## config.mk

```make
export PLATFORM = sky130hd
export DESIGN_NAME = seg_scan_ctrl
export DESIGN_NICKNAME = d
export VERILOG_FILES = /design/src/rtl/seg_scan_ctrl.sv
export SDC_FILE = /design/constraint.sdc
export NUM_CORES = 1
export LEC_CHECK = 0
export CORE_MARGIN = 3
export CORE_UTILIZATION = 55
export CTS_BUF_LIST = sky130_fd_sc_hd__clkbuf_8
export CTS_CLUSTER_DIAMETER = 30
export DETAILED_ROUTE_END_ITERATION = 6
export GPL_TIMING_DRIVEN = 0
export PLACE_DENSITY = 0.79
export SLEW_MARGIN = 25
export SYNTH_ARGS = -nofsm -noshare
export SYNTH_HDL_FRONTEND = slang
export SYNTH_SLANG_ARGS = --single-unit
```

## constraint.sdc

```tcl
create_clock -name clk -period 6.2 [get_ports clk]
set_input_delay 1.86 -clock clk [delete_from_list [all_inputs] [get_ports clk]]
set_output_delay 1.86 -clock clk [all_outputs]
set_load 0.1 [all_outputs]
```

## src/rtl/seg_scan_ctrl.sv

```systemverilog
`default_nettype none
// ----------------------------------------------------------------------------
// seg_scan_ctrl : two-digit 7-segment scan scheduler with inter-slot blanking
// Revision 1.0
// ----------------------------------------------------------------------------
module seg_scan_ctrl #(
   parameter int SLOT_CYCLES  = 50000,
   parameter int BLANK_CYCLES = 500,
   parameter int CNT_W        = 16
) (
   input  logic       clk,
   input  logic       rst_n,
   input  logic       en,
   input  logic       lock_a,
   input  logic       lock_b,
   input  logic [6:0] seg_a,
   input  logic [6:0] seg_b,
   output logic       mux_sel,
   output logic [6:0] seg_out,
   output logic       dig_a_en,
   output logic       dig_b_en,
   output logic       slot_strb
);

   typedef enum logic [2:0] {
      IDLE     = 3'd0,
      SHOW_A   = 3'd1,
      BLANK_AB = 3'd2,
      SHOW_B   = 3'd3,
      BLANK_BA = 3'd4
   } state_t;

   localparam logic [CNT_W-1:0] SLOT_LAST  = CNT_W'(SLOT_CYCLES - 1);
   localparam logic [CNT_W-1:0] BLANK_LAST = CNT_W'((BLANK_CYCLES > 0) ? BLANK_CYCLES - 1 : 0);
   localparam bit               HAS_BLANK  = (BLANK_CYCLES > 0);

   state_t           state_q, state_d;
   logic [CNT_W-1:0] cnt_q, cnt_d;
   logic             mux_q, mux_d;
   logic [6:0]       seg_q, seg_d;
   logic             dga_q, dga_d;
   logic             dgb_q, dgb_d;
   logic             strb_q, strb_d;
   logic             hold;

   // lock_a beats lock_b, so a SHOW_B lock only holds while lock_a is low
   assign hold = ((state_q == SHOW_A) && lock_a) ||
                 ((state_q == SHOW_B) && lock_b && !lock_a);

   always_comb begin
      state_d = state_q;
      if (!en) begin
         state_d = IDLE;
      end else begin
         case (state_q)
            IDLE:     state_d = (lock_b && !lock_a) ? SHOW_B : SHOW_A;
            SHOW_A:   if (!lock_a && (lock_b || cnt_q == SLOT_LAST))
                         state_d = HAS_BLANK ? BLANK_AB : SHOW_B;
            SHOW_B:   if (lock_a || (!lock_b && cnt_q == SLOT_LAST))
                         state_d = HAS_BLANK ? BLANK_BA : SHOW_A;
            BLANK_AB: if (cnt_q == BLANK_LAST) state_d = SHOW_B;
            BLANK_BA: if (cnt_q == BLANK_LAST) state_d = SHOW_A;
            default:  state_d = IDLE;
         endcase
      end
   end

   always_comb begin
      cnt_d = cnt_q;
      if (!en || hold || state_d != state_q)
         cnt_d = '0;
      else if (cnt_q != '1)
         cnt_d = cnt_q + 1'b1;
   end

   // Outputs are decoded from the next state so the registers reflect the current state
   always_comb begin
      mux_d  = mux_q;
      seg_d  = 7'h00;
      dga_d  = 1'b0;
      dgb_d  = 1'b0;
      strb_d = 1'b0;
      case (state_d)
         SHOW_A: begin
            mux_d  = 1'b1;
            seg_d  = seg_a;
            dga_d  = 1'b1;
            strb_d = (state_q != SHOW_A);
         end
         SHOW_B: begin
            mux_d  = 1'b0;
            seg_d  = seg_b;
            dgb_d  = 1'b1;
            strb_d = (state_q != SHOW_B);
         end
         default: ;
      endcase
   end

   always_ff @(posedge clk or negedge rst_n) begin
      if (!rst_n) begin
         state_q <= IDLE;
         cnt_q   <= '0;
         mux_q   <= 1'b1;
         seg_q   <= 7'h00;
         dga_q   <= 1'b0;
         dgb_q   <= 1'b0;
         strb_q  <= 1'b0;
      end else begin
         state_q <= state_d;
         cnt_q   <= cnt_d;
         mux_q   <= mux_d;
         seg_q   <= seg_d;
         dga_q   <= dga_d;
         dgb_q   <= dgb_d;
         strb_q  <= strb_d;
      end
   end

   assign mux_sel   = mux_q;
   assign seg_out   = seg_q;
   assign dig_a_en  = dga_q;
   assign dig_b_en  = dgb_q;
   assign slot_strb = strb_q;

endmodule
`default_nettype wire

```

# --- Word-level counts from Yosys, hierarchy flattened ---
# Cells that the tools add are included.
word_totals:
  output_inout_bits: 11
  ff_bits: 30
  in_bits: 19
op_classes:
  addsub: 1
  eq_ne: 12
  mux: 14
  n_reduce_logical: 17
op_table:
  columns: ["cell", "n"]
  rows:
  - ["2-to-1 mux 16 bit", 2]
  - ["adder 16 x 1 -> 16 bit (second input constant)", 1]
  - ["equality test 16 bit (second input constant)", 1]
  - ["equality test 16 x 9 -> 1 bit (second input constant)", 1]
  - ["inequality test 16 bit (second input constant)", 1]
  - ["2-to-1 mux 3 bit", 5]
  - ["one-hot mux 3 bit (5 select lines)", 1]
  - ["one-hot mux 7 bit (2 select lines)", 1]
  - ["equality test 3 x 2 -> 1 bit (second input constant)", 3]
  - ["equality test 3 x 1 -> 1 bit (second input constant)", 2]
  - ["logical AND 1 bit", 6]
  - ["logical OR 1 bit", 5]
  - ["one-hot mux 1 bit (2 select lines)", 2]
  - ["nonzero test 2 bit", 2]
  - ["equality test 3 bit (second input constant)", 1]
  - ["zero test 1 bit", 3]
  - ["zero test 3 bit", 1]
  - ["inequality test 3 x 1 -> 1 bit (second input constant)", 1]
  - ["inequality test 3 x 2 -> 1 bit (second input constant)", 1]
  - ["inequality test 3 bit", 1]
  - ["2-to-1 mux 1 bit", 2]
  - ["2-to-1 mux 2 bit", 1]

# --- Logic depth before layout (Yosys ltp) ---
logic_depth:
  depth_word: 9
  mapped_depth: 7
  mapped_depth_nobuf: 6

# --- Worst setup path after synthesis ---
# Ideal clock, no wire load.
synth_path:
  path_kind: "input port to flip-flop"
  start: "in lock_a"
  end: "reg dgb_q (netlist: dig_b_en)"
  path_slack_ns: 3.251
  path_buffers: 0
  t_required_ns: 6.135
  arrival_time_ns: 2.885
  cell_stages: 5
  cell_sequence: "nor2_1 > nand3b_1 > o211ai_4 > and3_4 > and2b_1"
synth_between:
  elab_chain_cells: 7
  elab_cells_between_ends: 11
  cone_classes: "1 x eq/ne; 6 x mux; 4 x reduce/logical"
synth_lines:
  columns: ["item", "line", "text"]
  rows:
  - ["start, declared", "14", "input logic lock_a,"]
  - ["zero test 1 bit", "56, 57", null]
  - ["logical AND 1 bit (on tied branches)", "57, 56", null]
  - ["2-to-1 mux 3 bit or 2-to-1 mux 2 bit (tied branches)", "57, 56", null]
  - ["one-hot mux 3 bit (5 select lines) (*)", "55", "case (state_q)"]
  - ["2-to-1 mux 3 bit (*)", "52", "if (!en) begin"]
  - ["named net state_d[1]", "37", "state_t state_q, state_d;"]
  - ["equality test 3 x 2 -> 1 bit (*)", "83", "case (state_d)"]
  - ["2-to-1 mux 1 bit (*)", "83", null]
  - ["named net dgb_d", "42", "logic dgb_q, dgb_d;"]
  - ["end signal, assigned", "115", "dgb_q <= dgb_d;"]
  - ["end, declared", "42", null]
# Mark *: on every way through the listed nets, which the timed path passes. The rest lies on a longest branch.
# A chain may end at the register's enable or synchronous reset.

# --- Worst setup path after layout ---
layout_path:
  start: "reg mux_q (netlist: mux_sel)"
  end: "out mux_sel"
layout_rtl:
  columns: ["item", "line", "text"]
  rows:
  - ["start, declared", "39", "logic mux_q, mux_d;"]
  - ["start signal, assigned", "112", "mux_q <= mux_d;"]
  - ["end, declared", "18", "output logic mux_sel,"]
# No word-level cell between the ends.

==> flow_summary.toml <==
[job]
drv_cap = 0

[logic_synthesis]
netlist_instances = 179
syn_nets = 199
yosys_warnings = 0
avgSynthCellArea_sq_um = 9.90
synth_edf_count = 0
ys.flop_type = "dfrtp_1"
ys_async_sr_fraction_pct = 100
ys_ff_latch = 30
yosysSeqAreaShare_pct = 42.4
yosysUniqueCellTypes = 47
syn_area_sq_mm = 0.00177

[critical_path]
critPathArrivalTime_ns = 1.93
critPathMaxFanout = 2
rr_endpoint = "mux_sel$_DFFE_PN1P_"
start_kind = "register"
cp-endpoint = "mux_sel"
startpoint = "mux_sel$_DFFE_PN1P_"
crit_cells = 1
cp_num_buf_inv = 1
max_stage_delay_ns = 1.13
cp_slowest_cell = "clkdlybuf4s50_1"
critPathRequiredTime_ns = 4.34
reg2reg_slack_ns = 3.44
r2r_start = "cnt_q[0]$_DFFE_PN0P_"
end_kind = "output port"
path_delay_family = "buffers and inverters"
critPathKind = "reg2out"
r2r_cells = 7
path_cells = "clkdlybuf4s50_1"

[die]
std_cell_rows = 19
ios = 30
start_util_pct = 61.1
die_area_sq_mm = 0.00394
core_area_sq_mm = 0.00290
die_w_um = 62.8
die_h_um = 62.8

[global_routing]
overflow = 0
grt_pass1_vias = 1564
grt_max_degree = 31
grt_usage_pct = 23.7
antenna_found_initial = 0
grt_pass1_wl_mm = 7.45

[place]
io_buffer_count = 29
dp_hpwl_mm = 3.02
place_congestion = 0.875
dp.cells = 250
post_dp_cell_area_sq_mm = 0.00211

[finish]
antennaDiodeCount = 0
area_growth_pct = 24.2
fin_cells = 258
drive_gt1_share_pct = 12.0
final_nets = 235
design_area_sq_mm = 0.00220

[detailed_routing]
ant_nets = 0
dr.pass1.iters = 4
wl_mm = 4.23
drt-initial-drc-count = 201
avgRoutedWirePerCell_um = 16.4
drc_errors = 0
vias_per_cell = 6.23
via_count = 1607

[timing]
rsz0062_at_grt = "no"
finalMaxSlewViolations = 0
skew_ns = 0.00569
setup_viol = 0
final-hold-violation-count = 0
fin_crit_ns = 3.79
fmax_mhz = 264
post-route-period-util_pct = 61.2
setup_tns_ns = 0
worst_pin_slew_ns = 0.995
hold_ws_ns = 0.473
maxSlewHeadroom_pct = 33.4

[power_and_ir_drop]
combPwrFrac_pct = 29.3
irDropWorstVdd_mv = 0.161
p_sw_mw = 0.182
leakage_nw = 0.884
power_frac_clock_pct = 30.0
switching_share_pct = 34.9
seqPwrFrac_pct = 40.7
p_int_mw = 0.340
power.density_mw_per_mm2 = 237

[clocking]
clockRootBuffer = "clkbuf_8"
post_cts_buffers = 0
clkSlewWorstSetupHoldPaths_ns = 0.06
cts_hold_buf = 0
clock-sinks = 30
cts_buffer_depth = 2
cts_max_level = 2
cts_tree = "done"
cts_resized = 0
numCtsBuffers = 5
insertion_delay_ns = 0.28

[status]
status = "complete, no violations"

[hold_path]
min_path_type = "reg2reg"
==> worst min-delay path by stage <==
stage | start | cells after the start | slack (ns) | end
floorplan | cnt_q[7]$_DFFE_PN0P_ | 2 | 0.56 | cnt_q[7]$_DFFE_PN0P_
global placement | mux_sel$_DFFE_PN1P_ | 2 | 0.46 | mux_sel$_DFFE_PN1P_
detailed placement | mux_sel$_DFFE_PN1P_ | 2 | 0.47 | mux_sel$_DFFE_PN1P_
CTS | mux_sel$_DFFE_PN1P_ | 2 | 0.48 | mux_sel$_DFFE_PN1P_
global route | mux_sel$_DFFE_PN1P_ | 2 | 0.52 | mux_sel$_DFFE_PN1P_
finish | mux_sel$_DFFE_PN1P_ | 2 | 0.47 | mux_sel$_DFFE_PN1P_
==> through the flow <==
stage | total power [mW] | setup WS (ns) | util [%]
2_1_floorplan | 0.324 | 3.25 | -
4_1_cts | 0.528 | 2.40 | 75.9
6_report | 0.522 | 2.41 | 75.9
3_3_place_gp | 0.367 | 2.47 | 72.9
3_5_place_dp | 0.370 | 2.41 | 72.7
5_1_grt | 0.546 | 2.37 | 75.9
==> cell families (layout without fill, tap and decap cells) <==
family                     count (synthesis)  count (layout)  share of synthesized area (%)
muxes                                     12              12                           6.78
DFF                                       30              30                           42.4
buffers and inverters                     14              51                           4.02
and+or+nand+nor                           86              86                           30.1
adders and majority gates                  1               1                          0.706
xor gates and xnor gates                   9               9                           4.45
AOI/OAI and AO/OA                         27              27                           11.5
==> registers in the layout (all words and copies together) (netlist names) <==
signal     flops
cnt_q         16
dig_a_en       1
seg_out        7
dig_b_en       1
state_q        3
slot_strb      1
mux_sel        1
==> power by group through the flow <==
stage | Sequential [mW] | Clock [mW] | Combinational (mW)
finish | 0.213 | 0.157 | 0.153
global route | 0.215 | 0.171 | 0.161
CTS | 0.213 | 0.161 | 0.154
detailed placement | 0.216 | 0 | 0.153
global placement | 0.216 | 0 | 0.151
floorplan | 0.280 | 0 | 0.0443
==> layer usage <==
layer	global-route usage [%]	vias up	wire, um
li1	-	754	-
met1	31.6	771	1820
met2	36.4	71	2030
met3	7.01	11	318
met4	9.09	0	68
met5	0	-	0
==> layout make-up <==
cell class | instances | area, sq um
fillers | 225 | 699
flip-flops and latches | 30 | 752
plain buffers | 12 | 63.8
repair buffers | 29 | 285
clock buffers | 6 | 82.6
multi-input cells | 135 | 948
well taps | 42 | 52.6
clock inverters | 2 | 8.76
inverters | 2 | 7.51
==> placed cells by master (no fill, tap or decap), types with 4 or more instances in the layout <==
| cell type | count |
|---|---|
| xor2_1 | 7 |
| buf_2 | 4 |
| mux2i_1 | 12 |
| clkbuf_1 | 6 |
| clkbuf_8 | 6 |
| nand2_1 | 7 |
| nor4_1 | 19 |
| nor3b_1 | 4 |
| nand3_1 | 5 |
| dfrtp_1 | 29 |
| nand4_1 | 4 |
| o211ai_1 | 4 |
| clkdlybuf4s50_1 | 28 |
| o21ai_0 | 6 |
| nor2_1 | 18 |
==> Yosys cell counts (all sizes together), types with 2 or more instances <==
cell type  instances  share of area [%]
buf                6                2.3
dfrtp             29                 41
xor2               7                3.5
o211ai             5                2.9
nor2              18                3.8
clkbuf             6                1.3
nand3b             3                1.3
inv                2               0.42
o41ai              2               0.99
mux2i             12                6.8
nand3              5                1.4
nor4              20                7.4
nor4b              3                1.5
nand4b             2               0.99
o2111ai            2               0.99
nor3               4                1.8
nand2              7                1.5
a21boi             2               0.85
nand4              4                1.4
nor3b              4                1.7
nand2b             3                1.1
o21ai              7                2.0
and4               3                1.5
or4                2                1.3
xnor2              2               0.99
a21oi              3               0.85
and3               4                1.8
==> worst min-delay path: cells and delay by family, from the launching register on <==
kind     cells  cell delay, ns
flops        1            0.37
buf+inv      1            0.04
mux          1            0.06
No activity file was read; power rests on OpenSTA's default activity.
